===== src/rtl/turn_cursor_ctrl.sv =====
// Tic-tac-toe controller: button synchronisation, cursor movement, board
// bookkeeping, turn alternation with idle forfeit, and win/draw detection.
// posX/posY/contadorTurno feed the sprite-select mux downstream.
module turn_cursor_ctrl #(
    parameter int CELL_W      = 160,
    parameter int CELL_H      = 160,
    parameter int ORIGIN_X    = 80,
    parameter int ORIGIN_Y    = 0,
    parameter int TIMEOUT_CYC = 250_000_000
) (
    input  logic        clk,
    input  logic        rst,
    input  logic        btn_up,
    input  logic        btn_down,
    input  logic        btn_left,
    input  logic        btn_right,
    input  logic        btn_place,
    output logic [9:0]  posX,
    output logic [9:0]  posY,
    output logic [1:0]  contadorTurno,
    output logic [17:0] board,
    output logic [1:0]  winner
);

    localparam int                CNT_W   = $clog2(TIMEOUT_CYC);
    localparam logic [CNT_W-1:0]  CNT_MAX = CNT_W'(TIMEOUT_CYC - 1);

    localparam logic [9:0] PX0 = 10'(ORIGIN_X);
    localparam logic [9:0] PX1 = 10'(ORIGIN_X + CELL_W);
    localparam logic [9:0] PX2 = 10'(ORIGIN_X + 2 * CELL_W);
    localparam logic [9:0] PY0 = 10'(ORIGIN_Y);
    localparam logic [9:0] PY1 = 10'(ORIGIN_Y + CELL_H);
    localparam logic [9:0] PY2 = 10'(ORIGIN_Y + 2 * CELL_H);

    // Eight winning lines, three 4-bit cell indices each; entry i sits at [12*i +: 12]
    localparam logic [95:0] LINE_TBL = {
        4'd2, 4'd4, 4'd6,
        4'd0, 4'd4, 4'd8,
        4'd2, 4'd5, 4'd8,
        4'd1, 4'd4, 4'd7,
        4'd0, 4'd3, 4'd6,
        4'd6, 4'd7, 4'd8,
        4'd3, 4'd4, 4'd5,
        4'd0, 4'd1, 4'd2
    };

    typedef enum logic [1:0] {
        ST_PLAY  = 2'd0,
        ST_CHECK = 2'd1,
        ST_OVER  = 2'd2
    } state_t;

    // Button bit order: 0 up, 1 down, 2 left, 3 right, 4 place
    logic [4:0] btn_raw;
    logic [4:0] evt;

    assign btn_raw = {btn_place, btn_right, btn_left, btn_down, btn_up};

    genvar gi;
    generate
        for (gi = 0; gi < 5; gi++) begin : g_btn
            logic sync1_reg;
            logic sync2_reg;
            logic sync3_reg;
            logic edge_reg;

            // Two-flop synchroniser, one delay stage and a registered rising-edge pulse
            always_ff @(posedge clk or negedge rst) begin
                if (!rst) begin
                    sync1_reg <= 1'b0;
                    sync2_reg <= 1'b0;
                    sync3_reg <= 1'b0;
                    edge_reg  <= 1'b0;
                end else begin
                    sync1_reg <= btn_raw[gi];
                    sync2_reg <= sync1_reg;
                    sync3_reg <= sync2_reg;
                    edge_reg  <= sync2_reg & ~sync3_reg;
                end
            end

            assign evt[gi] = edge_reg;
        end
    endgenerate

    logic ev_up, ev_down, ev_left, ev_right, ev_place;
    assign ev_up    = evt[0];
    assign ev_down  = evt[1];
    assign ev_left  = evt[2];
    assign ev_right = evt[3];
    assign ev_place = evt[4];

    state_t           state_reg;
    logic [17:0]      board_reg;
    logic [1:0]       row_reg;
    logic [1:0]       col_reg;
    logic [1:0]       turn_reg;
    logic [1:0]       winner_reg;
    logic [CNT_W-1:0] cnt_reg;
    logic [9:0]       posx_reg;
    logic [9:0]       posy_reg;

    function automatic logic [1:0] cell_at(input logic [17:0] b, input logic [3:0] k);
        return b[{k, 1'b0} +: 2];
    endfunction

    // Cursor cell index row*3+col and its current contents
    logic [3:0] cur_idx;
    logic [1:0] cur_cell;
    logic       placing;
    logic       timeout_hit;
    logic [1:0] cur_mark;

    assign cur_idx     = ({2'b00, row_reg} << 1) + {2'b00, row_reg} + {2'b00, col_reg};
    assign cur_cell    = cell_at(board_reg, cur_idx);
    assign placing     = ev_place && (cur_cell == 2'b00);
    assign timeout_hit = (cnt_reg == CNT_MAX);
    assign cur_mark    = turn_reg[0] ? 2'b10 : 2'b01;

    logic [1:0] win_mark;
    logic       board_full;
    logic [1:0] ca, cb, cc;

    // Scan all eight lines and the fill state of the current board
    always_comb begin
        win_mark   = 2'b00;
        board_full = 1'b1;
        ca         = 2'b00;
        cb         = 2'b00;
        cc         = 2'b00;
        for (int i = 0; i < 8; i++) begin
            ca = cell_at(board_reg, LINE_TBL[12*i+8 +: 4]);
            cb = cell_at(board_reg, LINE_TBL[12*i+4 +: 4]);
            cc = cell_at(board_reg, LINE_TBL[12*i   +: 4]);
            if ((ca != 2'b00) && (ca == cb) && (cb == cc))
                win_mark = ca;
        end
        for (int k = 0; k < 9; k++) begin
            if (cell_at(board_reg, 4'(k)) == 2'b00)
                board_full = 1'b0;
        end
    end

    // Game FSM: cursor, board, turn, timeout, winner and pixel origin registers
    always_ff @(posedge clk or negedge rst) begin
        if (!rst) begin
            state_reg  <= ST_PLAY;
            board_reg  <= '0;
            row_reg    <= 2'd1;
            col_reg    <= 2'd1;
            turn_reg   <= 2'd0;
            winner_reg <= 2'b00;
            cnt_reg    <= '0;
            posx_reg   <= PX1;
            posy_reg   <= PY1;
        end else begin
            // Pixel origin trails the row/col registers by one cycle
            case (col_reg)
                2'd0:    posx_reg <= PX0;
                2'd1:    posx_reg <= PX1;
                default: posx_reg <= PX2;
            endcase
            case (row_reg)
                2'd0:    posy_reg <= PY0;
                2'd1:    posy_reg <= PY1;
                default: posy_reg <= PY2;
            endcase

            case (state_reg)
                ST_PLAY: begin
                    if (placing) begin
                        board_reg[{cur_idx, 1'b0} +: 2] <= cur_mark;
                        cnt_reg   <= '0;
                        state_reg <= ST_CHECK;
                    end else begin
                        // Occupied-cell placements do not count as activity
                        if (timeout_hit) begin
                            cnt_reg  <= '0;
                            turn_reg <= {1'b0, ~turn_reg[0]};
                        end else begin
                            cnt_reg <= cnt_reg + 1'b1;
                        end
                        // A place event, even when ignored, blocks same-cycle moves
                        if (!ev_place) begin
                            if (ev_up) begin
                                if (row_reg != 2'd0) row_reg <= row_reg - 2'd1;
                            end else if (ev_down) begin
                                if (row_reg != 2'd2) row_reg <= row_reg + 2'd1;
                            end else if (ev_left) begin
                                if (col_reg != 2'd0) col_reg <= col_reg - 2'd1;
                            end else if (ev_right) begin
                                if (col_reg != 2'd2) col_reg <= col_reg + 2'd1;
                            end
                        end
                    end
                end

                ST_CHECK: begin
                    cnt_reg <= '0;
                    if (win_mark != 2'b00) begin
                        winner_reg <= win_mark;
                        turn_reg   <= 2'd2;
                        state_reg  <= ST_OVER;
                    end else if (board_full) begin
                        winner_reg <= 2'b00;
                        turn_reg   <= 2'd2;
                        state_reg  <= ST_OVER;
                    end else begin
                        turn_reg  <= {1'b0, ~turn_reg[0]};
                        state_reg <= ST_PLAY;
                    end
                end

                ST_OVER: begin
                    cnt_reg <= '0;
                    if (ev_place) begin
                        board_reg  <= '0;
                        winner_reg <= 2'b00;
                        row_reg    <= 2'd1;
                        col_reg    <= 2'd1;
                        turn_reg   <= 2'd0;
                        state_reg  <= ST_PLAY;
                    end
                end

                default: state_reg <= ST_PLAY;
            endcase
        end
    end

    assign posX          = posx_reg;
    assign posY          = posy_reg;
    assign contadorTurno = turn_reg;
    assign board         = board_reg;
    assign winner        = winner_reg;

endmodule


===== config.mk =====
export PLATFORM = sky130hd
export DESIGN_NAME = turn_cursor_ctrl
export DESIGN_NICKNAME = d
export VERILOG_FILES = /design/src/rtl/turn_cursor_ctrl.sv
export SDC_FILE = /design/constraint.sdc
export NUM_CORES = 1
export LEC_CHECK = 0
export BUFFER_PORTS_ARGS = -buffer_cell sky130_fd_sc_hd__buf_4
export CORE_ASPECT_RATIO = 0.9
export CORE_MARGIN = 4
export CORE_UTILIZATION = 35
export CTS_CLUSTER_DIAMETER = 50
export DETAILED_ROUTE_END_ITERATION = 10
export PLACE_DENSITY = 0.61
export SLEW_MARGIN = 20
export SYNTH_ARGS = -nofsm -noshare
export SYNTH_HDL_FRONTEND = slang
export SYNTH_SLANG_ARGS = --single-unit

===== constraint.sdc =====
create_clock -name clk -period 5.9 [get_ports clk]
set_input_delay 0.295 -clock clk [delete_from_list [all_inputs] [get_ports clk]]
set_output_delay 0.295 -clock clk [all_outputs]
set_load 0.02 [all_outputs]

==> metrics <==
outcome=finished clean; die area=15940 µm²; initial core utilization=0.3620; library cells used by synthesis=67; critical path arrival=4.43 ns; Area Growth Syn to Fin=11.76%; Highest Signal Layer=met4; clk_skew=0.008884 ns; required time worst endpoint=6.11 ns; Pins Over Slew Limit=0; residual DRC count=0; largest stage delay on the critical path=between 0.6 and 0.7 ns; via-per-instance ratio=approximately 5.7; RSZ-0062 raised after global routing=false; Worst slew margin=0.4774; max-cap violations=0; Tmin final=4.222 ns; total CTS buffers=9; Setup Viol. Count Final=0; DRT antenna net count=0; peak supply drop=253.3 µV; Core Footprint=roughly 14000 µm²; Worst Setup End Kind=register; crit path kind=reg2reg; #FFs+latches synth=82; Final Non-Filler Cells=approximately 730; Ant. Diodes=0; CTS HTree Levels=3; Root Driver=clkbuf_16; EDFF count, synth=0; worst slew pin tran=0.7839 ns; DP Wirelength=8228 µm; Post-Synthesis Cell Area=roughly 4900 µm²; via count=4149; WL per Instance=16.40 µm; hold_buf cts=0; Rows=40; Die W=132.6 µm; Seq/Total Area, Yosys=0.4210; WL final=11910 µm; clk_lat worst skew=0.33 ns; critical path's most frequent cell=inv_1; placer congestion estimate=0.9143; CP max-delay cell=a2111oi_4; Post-CTS Setup Inserts=0; IO Pins=between 40 and 50; P per Cell Area=541.4 nW/µm²; CTS tree=built; clock sinks=82; Static Leak=2.391 nW; Post-DP Area=5180 µm²; Post-CTS Resized=0; Reg clk slew, reported paths=roughly 0.07 ns; worst path bufs/invs=3; met3 routed WL=550 µm; count of final hold-check violations=0; max reg flops=28; critical path, cell by cell=inv_1, fa_1, inv_1, ha_1, fa_1, inv_1, mux4_2, a2111oi_4, or3_1, nor4_1, a221o_1; largest net degree at the start of global routing=83; syn_area_per_cell=slightly above 9 µm²; first-pass GRT wire length=19690 µm; initial antenna violation count=0; HP Class=in2async; fin nets=580; vias in the first global route=between 3k and 4k; layout cells sized above 1=0.1416; Tcrit/Tclk final=0.7156; gr ovfl total=0; fin util=0.4046; met1 wire length=5744 µm; placed insts=710; overall power=0.002960 W; Max Fclk=236.8 MHz; Setup crit start kind=register; worst-path fanout max=9; WL met2=between 5000 and 6000 µm; Total GRT Usage=0.1499; Max Buffers Root-to-Sink=2; Gate Count Post-Synth=535; die height=120.2 µm; 1st-iter DRT viols=273; drt pass-1 iters=5; I/O Buffers=36; asr flop ratio synth=1.000; Yosys warnings=0; Crit path max-delay family=adder cells; design area=5468 µm²; setup tns final=0 ns; Top FF cell, synth=dfrtp_1
-- worst reg2reg max path: cells and delay by family, from the launching register on --
kind	cells	cell delay, ns
AOI/OAI and AO/OA	2	0.88
DFF	1	0.60
muxes	1	0.56
adders and majority gates	3	1.29
buffers and inverters	3	0.29
and+or+nand+nor	2	0.50
-- per-stage QoR --
stage               worst slack [ns]  hold slack [ns]
floorplan                      1.993       -0.0005911
global placement               1.794           0.3313
detailed placement             1.686           0.3347
CTS                            1.687          0.05085
global route                   1.427          0.04295
finish                         1.678         0.002136
-- cell usage after synthesis, types with 4 or more instances --
library cell	count	area, µm²
a21o_1	5	37.54
a21oi_1	28	140.1
a22o_1	6	52.55
a31oi_1	16	100.1
a41oi_1	4	35.03
and2_1	4	25.02
and3_1	19	118.9
buf_2	4	20.02
buf_4	14	105.1
buf_6	4	45.04
clkbuf_1	18	67.56
dfrtp_1	76	1902
dfstp_2	6	157.7
ha_1	18	225.2
inv_1	22	82.58
mux2i_1	4	40.04
nand2_1	39	146.4
nand2b_1	4	25.02
nand3_1	17	85.08
nand4_1	12	75.07
nor2_1	29	108.9
nor2b_1	8	50.05
nor3_1	31	155.2
nor4_1	9	56.30
o21a_1	4	30.03
o21ai_0	44	220.2
o22ai_1	4	25.02
o2bb2ai_1	5	43.79
o31ai_1	6	45.04
or2_1	7	43.79
or2_2	4	25.02
or3_1	5	31.28
or3b_2	4	35.03
or4_1	4	30.03
-- per-layer routing --
layer | vias to the layer above | global-route usage
met1 | 2015 | 0.2115
met4 | 0 | 0.05649
met5 | - | 0
li1 | 1994 | -
met2 | 122 | 0.2296
met3 | 18 | 0.02682
-- cell usage in the layout, fill, tap and decap left out, types with 5 or more instances in the layout --
cell type / n
dfrtp_1: 76
and3_1: 19
conb_1: 12
buf_4: 36
ha_1: 18
a31oi_1: 16
nand3_1: 17
dfstp_2: 6
nand4_1: 12
o21ai_0: 44
a22o_1: 6
a21oi_1: 28
or2_1: 7
clkbuf_16: 9
inv_1: 22
nand2_1: 39
or3_1: 5
a21o_1: 5
nor4_1: 9
nor2_1: 29
nor3_1: 31
nor2b_1: 8
o2bb2ai_1: 5
o31ai_1: 6
-- path summary, 6_finish.rpt --
kind	start	endpoint	depth (start not counted)	slack, ns
setup / recovery	row_reg[0]	cnt_reg[13]	11	1.68
min in group clk	btn_down	g_btn[1].sync1_reg	1	0.07
max in group asynchronous	rst	board[8]	1	5.38
setup reg to reg	row_reg[0]	cnt_reg[13]	11	1.68
hold / removal	rst	board[15]	1	0.002
hold reg to reg	g_btn[4].sync1_reg	g_btn[4].sync2_reg	0	0.35
-- layout make-up --
| cell class | count | area [µm²] |
|---|---|---|
| clock buffers | 9 | 225.2 |
| clock inverters | 7 | 58.81 |
| fillers | 1336 | 8045 |
| inverters | 22 | 82.58 |
| multi-input cells | 401 | 2550 |
| flip-flops and latches | 82 | 2059 |
| well taps | 168 | 210.2 |
| repair buffers | 37 | 281.5 |
-- kinds of logic after synthesis --
group	share of synthesized area
fa+ha+maj	0.05422
simple gates	0.2371
buf+inv	0.06547
mux	0.01279
xor+xnor	0.008953
flops	0.4210
other cells	0.001535
compound gates	0.1990
-- report_power, final --
part | total (W) | leakage (nW) | switching, W | internal, W
logic | 0.00158 | 1.19 | 0.000995 | 0.000588
registers | 0.000839 | 1.06 | 0.000166 | 0.000674
clock network | 0.000539 | 0.139 | 0.000245 | 0.000294
total | 0.00296 | 2.39 | 0.00141 | 0.00156
No activity file was read; power rests on OpenSTA's default activity.
